## src/rtl/mem_bus_arbiter_if.sv

```systemverilog
// Signal bundle between two requesters, the arbiter and the shared memory/IO bus.
// The slave modport is the arbiter's view; master is the surrounding environment.
interface mem_bus_arbiter_if;
    logic        m0_valid;
    logic [31:0] m0_addr;
    logic [31:0] m0_wdata;
    logic [3:0]  m0_wstrb;
    logic        m0_ready;
    logic [31:0] m0_rdata;

    logic        m1_valid;
    logic [31:0] m1_addr;
    logic [31:0] m1_wdata;
    logic [3:0]  m1_wstrb;
    logic        m1_ready;
    logic [31:0] m1_rdata;

    logic        s_valid;
    logic [31:0] s_addr;
    logic [31:0] s_wdata;
    logic [3:0]  s_wstrb;
    logic        s_ready;
    logic [31:0] s_rdata;

    logic        err;

    modport slave (
        input  m0_valid, m0_addr, m0_wdata, m0_wstrb,
        input  m1_valid, m1_addr, m1_wdata, m1_wstrb,
        output m0_ready, m0_rdata, m1_ready, m1_rdata,
        output s_valid, s_addr, s_wdata, s_wstrb,
        input  s_ready, s_rdata,
        output err
    );

    modport master (
        output m0_valid, m0_addr, m0_wdata, m0_wstrb,
        output m1_valid, m1_addr, m1_wdata, m1_wstrb,
        input  m0_ready, m0_rdata, m1_ready, m1_rdata,
        input  s_valid, s_addr, s_wdata, s_wstrb,
        output s_ready, s_rdata,
        input  err
    );
endinterface

```

## src/rtl/mem_bus_arbiter.sv

```systemverilog
// Two-requester round-robin arbiter for a shared memory/IO bus, with per-transfer timeout.
// Latency: grant one cycle after a request is seen in IDLE; bus request is combinational from the granted requester.
// Backpressure: the granted requester waits on s_ready; the other requester's request is held pending, never dropped.
module mem_bus_arbiter #(
    parameter logic [7:0] TIMEOUT = 8'd64
) (
    input  logic              clk,
    input  logic              resetn,
    mem_bus_arbiter_if.slave  bus
);

    typedef enum logic [1:0] {
        IDLE = 2'd0,
        GNT0 = 2'd1,
        GNT1 = 2'd2
    } state_t;

    state_t      state, state_nxt;
    logic        ptr, ptr_nxt;          // 1: m1 wins the next tie
    logic [7:0]  wait_cnt, wait_cnt_nxt;

    logic        sel;
    logic        req_vld;
    logic [31:0] req_addr;
    logic [31:0] req_wdata;
    logic [3:0]  req_wstrb;
    logic        rsp_rdy;
    logic [31:0] rsp_dat;
    logic        timeout_hit;

    always_ff @(posedge clk or negedge resetn) begin
        if (!resetn) begin
            state    <= IDLE;
            ptr      <= 1'b0;
            wait_cnt <= 8'd0;
        end else begin
            state    <= state_nxt;
            ptr      <= ptr_nxt;
            wait_cnt <= wait_cnt_nxt;
        end
    end

    always_comb begin
        sel       = (state == GNT1);
        req_vld   = sel ? bus.m1_valid : bus.m0_valid;
        req_addr  = sel ? bus.m1_addr  : bus.m0_addr;
        req_wdata = sel ? bus.m1_wdata : bus.m0_wdata;
        req_wstrb = sel ? bus.m1_wstrb : bus.m0_wstrb;
        timeout_hit = (TIMEOUT != 8'd0) && (wait_cnt == TIMEOUT) && !bus.s_ready;
    end

    always_comb begin
        state_nxt    = state;
        ptr_nxt      = ptr;
        wait_cnt_nxt = wait_cnt;
        rsp_rdy      = 1'b0;
        rsp_dat      = 32'd0;
        bus.s_valid  = 1'b0;
        bus.s_addr   = 32'd0;
        bus.s_wdata  = 32'd0;
        bus.s_wstrb  = 4'd0;
        bus.err      = 1'b0;

        case (state)
            IDLE: begin
                wait_cnt_nxt = 8'd0;
                if (bus.m0_valid && bus.m1_valid) begin
                    state_nxt = ptr ? GNT1 : GNT0;
                end else if (bus.m0_valid) begin
                    state_nxt = GNT0;
                end else if (bus.m1_valid) begin
                    state_nxt = GNT1;
                end
            end
            GNT0, GNT1: begin
                bus.s_valid = req_vld;
                bus.s_addr  = req_addr;
                bus.s_wdata = req_wdata;
                bus.s_wstrb = req_wstrb;
                if (bus.s_ready) begin
                    rsp_rdy   = 1'b1;
                    rsp_dat   = bus.s_rdata;
                    state_nxt = IDLE;
                    ptr_nxt   = !sel;
                end else if (!req_vld) begin
                    // requester withdrew: no response, fairness untouched
                    state_nxt = IDLE;
                end else if (timeout_hit) begin
                    rsp_rdy     = 1'b1;
                    rsp_dat     = 32'hFFFF_FFFF;
                    bus.err     = 1'b1;
                    bus.s_valid = 1'b0;
                    state_nxt   = IDLE;
                    ptr_nxt     = !sel;
                end else if (wait_cnt != 8'hFF) begin
                    wait_cnt_nxt = wait_cnt + 8'd1;
                end
            end
            default: state_nxt = IDLE;
        endcase

        bus.m0_ready = rsp_rdy && !sel;
        bus.m1_ready = rsp_rdy && sel;
        bus.m0_rdata = (rsp_rdy && !sel) ? rsp_dat : 32'd0;
        bus.m1_rdata = (rsp_rdy && sel)  ? rsp_dat : 32'd0;
    end

endmodule

```

## src/flat_wrapper.sv

```systemverilog
// flat-port wrapper written by rule: the top's interface ports become plain ports
module mem_bus_arbiter_flat 
#(
    parameter logic [7:0] TIMEOUT = 8'd64
)
  (clk, resetn, bus_m0_valid, bus_m0_addr, bus_m0_wdata, bus_m0_wstrb, bus_m1_valid, bus_m1_addr, bus_m1_wdata, bus_m1_wstrb, bus_m0_ready, bus_m0_rdata, bus_m1_ready, bus_m1_rdata, bus_s_valid, bus_s_addr, bus_s_wdata, bus_s_wstrb, bus_s_ready, bus_s_rdata, bus_err);
  mem_bus_arbiter_if bus_i ();
  input  logic clk;
  input  logic resetn;
  input wire logic [$bits(bus_i.m0_valid)-1:0] bus_m0_valid;
  input wire logic [$bits(bus_i.m0_addr)-1:0] bus_m0_addr;
  input wire logic [$bits(bus_i.m0_wdata)-1:0] bus_m0_wdata;
  input wire logic [$bits(bus_i.m0_wstrb)-1:0] bus_m0_wstrb;
  input wire logic [$bits(bus_i.m1_valid)-1:0] bus_m1_valid;
  input wire logic [$bits(bus_i.m1_addr)-1:0] bus_m1_addr;
  input wire logic [$bits(bus_i.m1_wdata)-1:0] bus_m1_wdata;
  input wire logic [$bits(bus_i.m1_wstrb)-1:0] bus_m1_wstrb;
  output wire logic [$bits(bus_i.m0_ready)-1:0] bus_m0_ready;
  output wire logic [$bits(bus_i.m0_rdata)-1:0] bus_m0_rdata;
  output wire logic [$bits(bus_i.m1_ready)-1:0] bus_m1_ready;
  output wire logic [$bits(bus_i.m1_rdata)-1:0] bus_m1_rdata;
  output wire logic [$bits(bus_i.s_valid)-1:0] bus_s_valid;
  output wire logic [$bits(bus_i.s_addr)-1:0] bus_s_addr;
  output wire logic [$bits(bus_i.s_wdata)-1:0] bus_s_wdata;
  output wire logic [$bits(bus_i.s_wstrb)-1:0] bus_s_wstrb;
  input wire logic [$bits(bus_i.s_ready)-1:0] bus_s_ready;
  input wire logic [$bits(bus_i.s_rdata)-1:0] bus_s_rdata;
  output wire logic [$bits(bus_i.err)-1:0] bus_err;
  assign bus_i.m0_valid = bus_m0_valid;
  assign bus_i.m0_addr = bus_m0_addr;
  assign bus_i.m0_wdata = bus_m0_wdata;
  assign bus_i.m0_wstrb = bus_m0_wstrb;
  assign bus_i.m1_valid = bus_m1_valid;
  assign bus_i.m1_addr = bus_m1_addr;
  assign bus_i.m1_wdata = bus_m1_wdata;
  assign bus_i.m1_wstrb = bus_m1_wstrb;
  assign bus_m0_ready = bus_i.m0_ready;
  assign bus_m0_rdata = bus_i.m0_rdata;
  assign bus_m1_ready = bus_i.m1_ready;
  assign bus_m1_rdata = bus_i.m1_rdata;
  assign bus_s_valid = bus_i.s_valid;
  assign bus_s_addr = bus_i.s_addr;
  assign bus_s_wdata = bus_i.s_wdata;
  assign bus_s_wstrb = bus_i.s_wstrb;
  assign bus_i.s_ready = bus_s_ready;
  assign bus_i.s_rdata = bus_s_rdata;
  assign bus_err = bus_i.err;
  mem_bus_arbiter #(.TIMEOUT(TIMEOUT)) u_core (.clk(clk), .resetn(resetn), .bus(bus_i));
endmodule
```

## config.mk

```make
export PLATFORM = sky130hd
export DESIGN_NAME = mem_bus_arbiter_flat
export DESIGN_NICKNAME = d
export VERILOG_FILES = /design/src/rtl/mem_bus_arbiter_if.sv /design/src/rtl/mem_bus_arbiter.sv /design/src/flat_wrapper.sv
export SDC_FILE = /design/constraint.sdc
export NUM_CORES = 1
export LEC_CHECK = 0
export ABC_AREA = 1
export BUFFER_PORTS_ARGS = -buffer_cell sky130_fd_sc_hd__buf_2
export CAP_MARGIN = 5
export CORE_AREA = 2 2 121 123
export CTS_BUF_LIST = sky130_fd_sc_hd__clkbuf_4 sky130_fd_sc_hd__clkbuf_8
export CTS_CLUSTER_SIZE = 10
export DETAILED_ROUTE_END_ITERATION = 7
export DIE_AREA = 0 0 123 125
export PLACE_DENSITY = 0.54
export SLEW_MARGIN = 20
export SYNTH_ARGS = -nofsm -noshare
export SYNTH_HDL_FRONTEND = slang
export SYNTH_SLANG_ARGS = --single-unit
```

## constraint.sdc

```tcl
create_clock -name clk -period 2 [get_ports clk]
set_clock_uncertainty 0.1 [all_clocks]
set_input_delay 0.4 -clock clk [delete_from_list [all_inputs] [get_ports clk]]
set_output_delay 0.4 -clock clk [all_outputs]
set_load 0.01 [all_outputs]
```

# Yosys cells after proc, flatten, opt, wreduce, memory -nomap -nowiden
# Index checks and enable logic that the tools add are counted.
# classes
reduce_logical,14
n_mux,39
eq_ne,10
n_addsub,1
# ops
operator,count
$mux 32,10
$mux 8,4
$pmux 8 s2,1
$mux 1,14
$mux 2,7
$add 8x1->8 const B,1
$eq 8x7->1 const B,1
$mux 4,2
$ne 8x8->1 const B,1
$reduce_bool 2->1,3
$reduce_and 5->1,1
$logic_and 1x1->1,4
$ne 2x1->1 const B,2
$ne 2x2->1 const B,2
$ne 4x3->1 const B,1
$ne 4x4->1 const B,1
$pmux 2 s2,1
$reduce_and 3->1,1
$eq 2x1->1 const B,1
$eq 2x2->1 const B,1
$logic_not 1->1,2
$logic_not 2->1,1
$reduce_and 2->1,1
$reduce_or 2->1,1
# totals
in_bits,173
out_inout_bits,136
elab_cells,67
reg_bits,11

# Logic depth before layout (Yosys ltp)
# Gate-level depths: netlist of the first run.
# logic_depth
depth_word,8
depth_mapped,12
mapped_depth_nobuf,11

# Least setup slack after synthesis of the first run
# No wires, ideal clock.
# synth_path
kind,reg-to-output
from,register u_core.state[0]
to,output bus_m0_rdata[28]
arrival_ps,1525
setup_slack_ps,-25
n_path_buf,2
required_time_ps,1500
path_stages_with_launch,13
path_cell_list,dfrtp_1 inv_1 ha_1 buf_4 inv_4 nand2_2 nand2_2 nor2_4 nand3_2 nand2_4 nand2_4 buf_6 nor2_1
# synth_between
elab_chain_cells,7
word_cells_on_any_way,13
cone_classes,eq/ne (2); mux (8); reduce/logical (3)
# synth_lines
element,line,text
"start, declared",mem_bus_arbiter.sv:18,"state_t state, state_nxt;"
"start signal, assigned",mem_bus_arbiter.sv:37,state <= state_nxt;
$eq 2x2->1,"mem_bus_arbiter.sv:44, mem_bus_arbiter.sv:64",
$mux 1,mem_bus_arbiter.sv:45,req_vld = sel ? bus.m1_valid : bus.m0_valid;
$mux 1,mem_bus_arbiter.sv:85,end else if (!req_vld) begin
$mux 1,mem_bus_arbiter.sv:80,if (bus.s_ready) begin
$mux 1,mem_bus_arbiter.sv:64,case (state)
$logic_and 1x1->1,mem_bus_arbiter.sv:104,bus.m0_rdata = (rsp_rdy && !sel) ? rsp_dat : 32'd0;
$mux 32 *,mem_bus_arbiter.sv:104,
"end, declared",flat_wrapper.sv:19,output wire logic [$bits(bus_i.m0_rdata)-1:0] bus_m0_rdata;
# Every way passes the cells marked *; elsewhere a longest branch is shown, timed or not.

# Worst setup path after layout of the first run
# layout_path
from,register u_core.state[1]
to,output bus_m1_rdata[26]
# layout_between
elab_chain_cells,7
word_cells_on_any_way,12
cone_classes,eq/ne (2); mux (8); reduce/logical (2)
# layout_lines
element,line,text
$eq 2x2->1,"mem_bus_arbiter.sv:44, mem_bus_arbiter.sv:64",
$mux 1,mem_bus_arbiter.sv:45,
$mux 1,mem_bus_arbiter.sv:85,
$mux 1,mem_bus_arbiter.sv:80,
$mux 1,mem_bus_arbiter.sv:64,
$logic_and 1x1->1,mem_bus_arbiter.sv:105,bus.m1_rdata = (rsp_rdy && sel) ? rsp_dat : 32'd0;
$mux 32 *,mem_bus_arbiter.sv:105,
"end, declared",flat_wrapper.sv:21,output wire logic [$bits(bus_i.m1_rdata)-1:0] bus_m1_rdata;
# Marks and branches as above.

==> results of run 1 <==
==> logic make-up after synthesis <==
| family | synth area share |
|---|---|
| compound gates | 0.156 |
| fa+ha+maj | 0.0210 |
| buf+inv | 0.111 |
| flops | 0.115 |
| simple gates | 0.596 |
==> critical path: cells and delay by family (launching register included) <==
family	cells	cell delay, ns
buffers and inverters	4	0.54
and+or+nand+nor	7	0.58
DFF	1	0.40
adders and majority gates	1	0.17
==> sequential cells by signal (all words and copies together) (netlist names) <==
signal	cells
u_core.ptr	1
u_core.wait_cnt	8
u_core.state	2
==> metrics by stage <==
stage / TNS, ns / util
after global placement: -5.31 / 0.307
after CTS: -40.85 / 0.375
after detailed placement: -6.93 / 0.307
after global routing: -53.03 / 0.402
after floorplan: 0 / -
final: -40.31 / 0.402
==> area by class of cell <==
type / count / area, um^2
Inverter: 20 / 77.6
Fill cell: 1475 / 8490
Sequential cell: 11 / 275
Clock buffer: 4 / 48.8
Multi-Input combinational cell: 397 / 2210
Timing Repair Buffer: 388 / 2860
Tap cell: 184 / 230
==> path summary, 6_finish.rpt <==
path / start / slack [ns] / end / cells past startpoint
max: u_core.state[1] / -0.43 / bus_m1_rdata[26] / 12
min: bus_m1_valid / 0.37 / u_core.state[0] / 4
max reg2reg: u_core.state[1] / -0.06 / u_core.wait_cnt[1] / 13
min reg2reg: u_core.state[0] / 0.41 / u_core.state[0] / 2
max in group asynchronous: resetn / 1.09 / u_core.wait_cnt[6] / 2
min in group asynchronous: resetn / 0.48 / u_core.ptr / 2
==> cell usage in the layout (no fill, tap or decap), types with 3 or more instances in the layout <==
master / instances
o21ai_2: 27
nand2_1: 43
buf_4: 26
nand3_1: 9
clkbuf_16: 5
nand2_4: 4
buf_16: 14
buf_8: 8
inv_2: 5
nor2_2: 72
nand3_2: 3
buf_6: 28
clkbuf_8: 3
buf_2: 294
nand2_2: 7
o21ai_1: 8
nor2_4: 19
buf_12: 12
o21ai_0: 35
nor2_1: 157
dfrtp_1: 11
inv_1: 14
==> cells in the mapped netlist (3+ instances only) <==
cell type / count / share of area
clkbuf_1: 21 / 0.033
buf_2: 3 / 0.0063
nor2_2: 57 / 0.15
nand2_4: 3 / 0.014
nand2_2: 4 / 0.010
nand3_1: 11 / 0.023
dfrtp_1: 11 / 0.12
o21ai_0: 72 / 0.15
ha_1: 4 / 0.021
nand2_1: 48 / 0.076
nor2_1: 190 / 0.30
buf_6: 7 / 0.033
inv_1: 18 / 0.028
==> metal layers <==
layer  vias to the layer above  GRT usage  wire (um)
met5                         -          0          0
met4                         0     0.0234         56
met3                         4     0.0242       1090
met2                       198      0.312       7530
met1                      1917      0.227       6210
li1                       2171          -          -
==> repair_timing <==
item | 4_1_cts | 5_1_grt
endpoints found under the setup margin | 136 | 146
hold buffers | 1 | 0
pin swaps | 18 | 25
buffers inserted | 22 | 2
gates resized for setup | 134 | 75
hold endpoints to repair | 11 | 0
gates cloned | 14 | 6
==> report_power, final <==
part | internal [mW] | total (mW) | switching (mW)
registers | 0.269 | 0.296 | 0.0276
logic | 3.92 | 8.06 | 4.14
clock network | 0.154 | 0.255 | 0.100
total | 4.34 | 8.61 | 4.27
==> impl_metrics.ini, run 1 <==
[floorplanning]
dieArea_um2 = 15400
die_h_um = 125
io_pins = 309
design.core.area_um2 = 14200
start_util = 0.168
die_w_um = 123
rows = 44

[placement]
dpl_cell_area_um2 = 4360
place.gp.congestion = 0.824
place_ws_ns = -0.158
portBuffers = 308
dp.cells = 959
hpwlAfterDp_um = 9920

[min_path]
hp-class = primary input to flip-flop

[global_route]
grt-ovfl-total = 0
antenna_found_initial = 0
grt_use_total = 0.175
grt_pass1_wl_um = 21000
grt_max_degree = 36
grt_pass1_vias = 3826

[timing]
setup_viol = 144
fin_ws_ns = -0.431
grt_setup_unrepaired = true
period_needed_ns = 2.43
hold_slack_ns = 0.365
hold_violations = 0
tightestPinTransition_ns = 0.360
slew_headroom = 0.759
max_clock_freq_ghz = 0.411
fin_crit_sh = 1.22
maxSlewViolCount = 0

[status]
violations = setup timing
outcome = complete, but fails checks

[logic_synthesis]
synth_edf_count = 0
synth-seq-area-share = 0.115
syn_nets = 638
yosys_warnings = 0
synth-seq-cells = 11
ys.flop_type = dfrtp_1
async_flop_share = 1.00
synthCells = 461
syn-cell-area_um2 = 2380
ys_types = 23
syn_avg_cell_area_um2 = 5.17

[critical_path]
cp_slowest_cell = dfrtp_1
crit_type = flip-flop to primary output
crit_required_ns = 1.50
arrival_ns = 1.93
path_cells = buf_6 -> ha_4 -> nand2_2 -> nand2_2 -> nor2_4 -> nand3_2 -> nand2_4 -> nand2_8 -> buf_12 -> buf_12 -> nor2_2 -> buf_2
cp-end-kind = primary output
cp_max_fo = 11
startpoint_type = flip-flop
cpPeakStageDelay_ns = 0.40

[pwr]
power_mw = 8.61
p_leak_nw = 3.19
peakVddDrop_mv = 0.583
powerDensity_nw_per_um2 = 1510

[clocking]
h-tree-depth = 1
clockRootBuffer = clkbuf_8
cts_sinks = 11
clkSlewWorstSetupHoldPaths_ns = 0.06
clockBufferDepth = 2
insertion_delay_ns = 0.25
cts_tree = done
cts_buffers = 3

[route]
remaining_drc_errors = 0
drt_iter0_markers = 181
dr_total_vias = 4290
post_drt_wl_per_cell_um = 14.8
firstDrtPassIters = 4
drt-total-wl_um = 14900
drtAntennaViolNets = 0
viasPerCell = 4.27

[final_layout]
drive_gt1_frac = 0.652
n_antenna_cell = 0
final_area_um2 = 5710
syn_to_final_growth_pct = 140
final_cells = 1004
fin_nets = 998

[job]
cap_violations = 0
No activity file was read; power rests on OpenSTA's default activity.
==> run 2: changes to the inputs <==
--- a/config.mk
+++ b/config.mk
@@ -14,6 +14,7 @@
 export DETAILED_ROUTE_END_ITERATION = 7
 export DIE_AREA = 0 0 123 125
 export PLACE_DENSITY = 0.54
+export SKIP_LAST_GASP = 1
 export SLEW_MARGIN = 20
 export SYNTH_ARGS = -nofsm -noshare
 export SYNTH_HDL_FRONTEND = slang
==> run 2 against run 1 <==
Against the previous run:
- the run still ends with setup timing left
- utilization fell by 0.49 points
- combinational power fell by 2%
- first-iteration DRC count decreased by 16%
- critical path depth unchanged
- flip-flop and latch count stayed put
- register-to-register slack hardly changed
- die area stayed put
- worst setup slack gained 0.0048 ns
- worst hold slack got worse by 0.0045 ns
- wire length decreased by 0.99%
- critical endpoint unchanged
- highest routed layer unchanged
==> impl_metrics.ini, run 2 (synthesis gave the netlist of run 1 again) <==
[route]
viasPerCell = 4.24
remaining_drc_errors = 0
post_drt_wl_per_cell_um = 14.7
dr_total_vias = 4259
firstDrtPassIters = 4
drt_iter0_markers = 152
drtAntennaViolNets = 0
drt-total-wl_um = 14700

[status]
violations = setup timing
outcome = complete, but fails checks

[final_layout]
post-route-util = 0.397
syn_to_final_growth_pct = 137
final_cells = 1004
fin_nets = 998
regMostFlops = u_core.wait_cnt
mostFrequentLayoutCells = buf_2, nor2_1, nor2_2
reg_top3 = u_core.wait_cnt: 8 flops, u_core.state: 2 flops, u_core.ptr: 1 flops
n_antenna_cell = 0
drive_gt1_frac = 0.638
layout_commonest_cell = buf_2
largest_reg_flops = 8

[critical_path]
startpoint_type = flip-flop
crit_required_ns = 1.50
cp-end-kind = primary output
arrival_ns = 1.93
cp_max_fo = 11
crit_type = flip-flop to primary output

[clocking]
h-tree-depth = 1
cts_sinks = 11
cts_tree = done
clkSlewWorstSetupHoldPaths_ns = 0.06
clockBufferDepth = 2
insertion_delay_ns = 0.25
cts_buffers = 3
clockRootBuffer = clkbuf_8

[placement]
place_ws_ns = -0.158
dp.cells = 959
portBuffers = 308
place.gp.congestion = 0.824
hpwlAfterDp_um = 9920

[floorplanning]
io_pins = 309
die_w_um = 123
dieArea_um2 = 15400
rows = 44
design.core.area_um2 = 14200
die_h_um = 125
start_util = 0.168

[timing]
setup_viol = 144
tightestPinTransition_ns = 0.364
max_clock_freq_ghz = 0.412
maxSlewViolCount = 0
hold_violations = 0
slew_headroom = 0.757
period_needed_ns = 2.43
fin_ws_ns = -0.426
grt_setup_unrepaired = true
fin_crit_sh = 1.21

[pwr]
combPwrFrac = 0.935
p_leak_nw = 3.18
seqPwrFrac = 0.035
netSwitchingPower_mw = 4.19
swShare = 0.494
powerDensity_nw_per_um2 = 1500
p_clk_frac = 0.030
intPower_mw = 4.29
peakVddDrop_mv = 0.583

[global_route]
grt_pass1_vias = 3826
grt_use_total = 0.175
grt_pass1_wl_um = 21000
grt-ovfl-total = 0
antenna_found_initial = 0
grt_max_degree = 36

[job]
cap_violations = 0

[min_path]
hp-class = primary input to flip-flop
## run 2: layout make-up
cell class	instances	area, um^2
clock buffers	4	48.8
inverters	20	77.6
multi-input cells	397	2160
fillers	1481	8560
flip-flops and latches	11	275
repair buffers	388	2840
well taps	184	230
## run 2: final timing paths
path                                 start                  to  slack, ns  cells past startpoint
max                        u_core.state[1]    bus_m1_rdata[26]      -0.43                     12
min                           bus_m1_valid     u_core.state[0]       0.36                      4
max reg2reg                u_core.state[1]  u_core.wait_cnt[6]      -0.07                     13
min reg2reg                u_core.state[0]     u_core.state[0]       0.41                      2
max in group asynchronous           resetn  u_core.wait_cnt[6]       1.08                      2
min in group asynchronous           resetn          u_core.ptr       0.49                      2
## run 2: timing repair
item                       4_1_cts  5_1_grt
cloned                          14        5
pin swaps                       17       28
buffers inserted                22        3
hold endpoints to repair        11        0
setup endpoints to repair      136      146
gates resized for setup        120       69
hold buffers                     1        0
## run 2: power by group through the flow
stage | combinational [mW] | clock, mW | sequential, mW
2_1_floorplan | 2.68 | 0 | 0.302
3_3_place_gp | 4.90 | 0 | 0.299
3_5_place_dp | 4.91 | 0 | 0.300
4_1_cts | 7.49 | 0.258 | 0.297
5_1_grt | 8.53 | 0.268 | 0.303
6_report | 7.93 | 0.254 | 0.296
## run 2: per-layer routing
| layer | part of all wire | global-route usage | up-vias | wire, um |
|---|---|---|---|---|
| met2 | 0.50 | 0.311 | 214 | 7350 |
| met4 | 0.0080 | 0.0234 | 0 | 118 |
| met3 | 0.093 | 0.0242 | 11 | 1370 |
| li1 | - | - | 2168 | - |
| met5 | 0 | 0 | - | 0 |
| met1 | 0.40 | 0.228 | 1866 | 5900 |
## run 2: critical path, stage by stage, from the launching register on
cell and delay (ns):
dfrtp_1 0.40, buf_6 0.13, ha_4 0.17, nand2_2 0.07, nand2_2 0.07, nor2_4 0.09, nand3_2 0.09, nand2_4 0.12
nand2_8 0.07, buf_12 0.14, buf_12 0.14, nor2_2 0.07, buf_2 0.13
## run 2: per-stage QoR
stage	power [mW]	setup TNS [ns]	hold slack, ns	cell area [um^2]
2_1_floorplan	2.98	0	0.00441	2390
3_3_place_gp	5.20	-5.31	0.205	4360
3_5_place_dp	5.21	-6.93	0.203	4360
4_1_cts	8.05	-41.49	0.387	5290
5_1_grt	9.10	-53.11	0.400	5640
6_report	8.48	-40.31	0.361	5640
==> run 3: changes to the inputs <==
--- a/config.mk
+++ b/config.mk
@@ -19,3 +19,4 @@
 export SYNTH_ARGS = -nofsm -noshare
 export SYNTH_HDL_FRONTEND = slang
 export SYNTH_SLANG_ARGS = --single-unit
+export TNS_END_PERCENT = 50
==> constraint.sdc (replaced) <==
create_clock -name clk -period 2 [get_ports clk]
set_clock_uncertainty 0.1 [all_clocks]
set_input_delay 0.1 -clock clk [delete_from_list [all_inputs] [get_ports clk]]
set_output_delay 0.1 -clock clk [all_outputs]
set_load 0.01 [all_outputs]
==> run 3 against run 2 <==
Against the previous run:
- the flow still finishes with violations (setup timing)
- critical path depth is 2 lower
- via count decreased by 7.9%
- worst setup slack gained 0.33 ns
- sequential share of layout area is 1.0 points higher
- first-iteration DRC count is 19% lower
- non-clock buffer count decreased by 48
- critical path type unchanged
- critical endpoint is now bus_m0_rdata[15]
==> impl_metrics.ini, run 3 (synthesis gave the netlist of run 1 again) <==
[critical_path]
arrival_ns = 1.90
cp_max_fo = 7
r2r_slack_ns = 0.18
crit_type = flip-flop to primary output
crit_required_ns = 1.80
cp-end-kind = primary output
r2r_end = u_core.wait_cnt[6]
reg2reg_depth = 9
r2r-start = u_core.state[1]
startpoint_type = flip-flop
critPathCapture = bus_m0_rdata[15]
crit_path_start = u_core.state[1]

[route]
drt-total-wl_um = 12800
firstDrtPassIters = 4
post_drt_wl_per_cell_um = 13.4
remaining_drc_errors = 0
dr_total_vias = 3921
drt_iter0_markers = 123
viasPerCell = 4.10
drtAntennaViolNets = 0

[clocking]
cts_tree = done
clockRootBuffer = clkbuf_8
cts_sinks = 11
insertion_delay_ns = 0.24
clkSlewWorstSetupHoldPaths_ns = 0.06
clockBufferDepth = 2
cts_buffers = 3
h-tree-depth = 1

[placement]
place_ws_ns = 0.0938
portBuffers = 308
place.gp.congestion = 0.827
dpl_cell_area_um2 = 4170
hpwlAfterDp_um = 9730

[status]
outcome = complete, but fails checks
violations = setup timing

[final_layout]
mostFrequentLayoutCells = buf_2, nor2_1, o21ai_0
layout_commonest_cell = buf_2
register_area_um2 = 275
largest_reg_flops = 8
fin_nets = 950
post-route-util = 0.329
n_antenna_cell = 0
syn_to_final_growth_pct = 96.3
n_fill_cell = 1646
reg_top3 = u_core.wait_cnt: 8 flops, u_core.state: 2 flops, u_core.ptr: 1 flops
regMostFlops = u_core.wait_cnt
multi_input_area_um2 = 2000
drive_gt1_frac = 0.549
final_area_um2 = 4680

[pwr]
intPower_mw = 2.66
netSwitchingPower_mw = 3.35
combPwrFrac = 0.906
p_leak_nw = 2.77
p_clk_frac = 0.041
powerDensity_nw_per_um2 = 1280
peakVddDrop_mv = 0.591
seqPwrFrac = 0.052
swShare = 0.557

[floorplanning]
dieArea_um2 = 15400
start_util = 0.168
rows = 44
io_pins = 309
die_h_um = 125
die_w_um = 123
design.core.area_um2 = 14200

[timing]
setup_tns_ns = -3.34
slew_headroom = 0.758
hold_violations = 0
grt_setup_unrepaired = true
setup_viol = 65
fin_crit_sh = 1.05
period_needed_ns = 2.10
hold_slack_ns = 0.134
max_clock_freq_ghz = 0.477
fin_ws_ns = -0.0951
maxSlewViolCount = 0
tightestPinTransition_ns = 0.362

[job]
cap_violations = 0

[global_route]
grt-ovfl-total = 0
grt_max_degree = 70
grt_pass1_vias = 3419
grt_use_total = 0.146
antenna_found_initial = 0
grt_pass1_wl_um = 18000

[min_path]
hp-class = primary input to flip-flop
## run 3: area by class of cell
type                    instances  area share
repair buffers                340       0.437
multi-input cells             397       0.427
flip-flops and latches         11      0.0588
well taps                     184      0.0492
inverters                      20      0.0171
clock buffers                   4      0.0104
## run 3: worst min-delay path by stage
stage                 startpoint                 end  slack [ns]  cells past startpoint
floorplan                 resetn          u_core.ptr       -0.30                      0
global placement          resetn  u_core.wait_cnt[2]       -0.10                      1
detailed placement        resetn  u_core.wait_cnt[2]       -0.10                      1
CTS                 bus_m1_valid     u_core.state[0]        0.14                      4
global route        bus_m1_valid     u_core.state[0]        0.18                      4
finish              bus_m1_valid     u_core.state[0]        0.13                      4
## run 3: metrics by stage
stage | instances | power, mW
2_1_floorplan | 461 | 2.98
3_3_place_gp | 940 | 5.02
3_5_place_dp | 940 | 5.04
4_1_cts | 953 | 5.65
5_1_grt | 956 | 6.58
6_report | 956 | 6.01
## run 3: layer usage
metal / part of all wire / vias to the layer above / global-route usage
li1: - / 2051 / -
met1: 0.41 / 1677 / 0.176
met2: 0.50 / 188 / 0.274
met3: 0.084 / 5 / 0.0228
met4: 0.0052 / 0 / 0.0207
met5: 0 / - / 0
## run 3: worst max-delay path: stages (launching register included)
cell	delay, ns
dfrtp_1	0.37
inv_1	0.08
ha_4	0.29
inv_1	0.07
nor2_4	0.14
nand3_4	0.09
nand2_4	0.11
nand2_8	0.10
buf_6	0.17
nor2_4	0.08
buf_2	0.14
## run 3: timing repair
action                                  4_1_cts  5_1_grt
gates resized for setup                      27       38
setup buffers                                 7        1
hold endpoints to repair                     11        0
endpoints found under the setup margin      106      106
hold buffers                                  1        0
gates cloned                                  1        2
pin swaps                                     5        4
## run 3: power groups by stage
stage / Combinational, mW / Clock [mW] / Sequential, mW
final: 5.44 / 0.249 / 0.314
after global routing: 5.99 / 0.270 / 0.321
after CTS: 5.08 / 0.257 / 0.313
after detailed placement: 4.72 / 0 / 0.317
after global placement: 4.70 / 0 / 0.315
after floorplan: 2.68 / 0 / 0.302
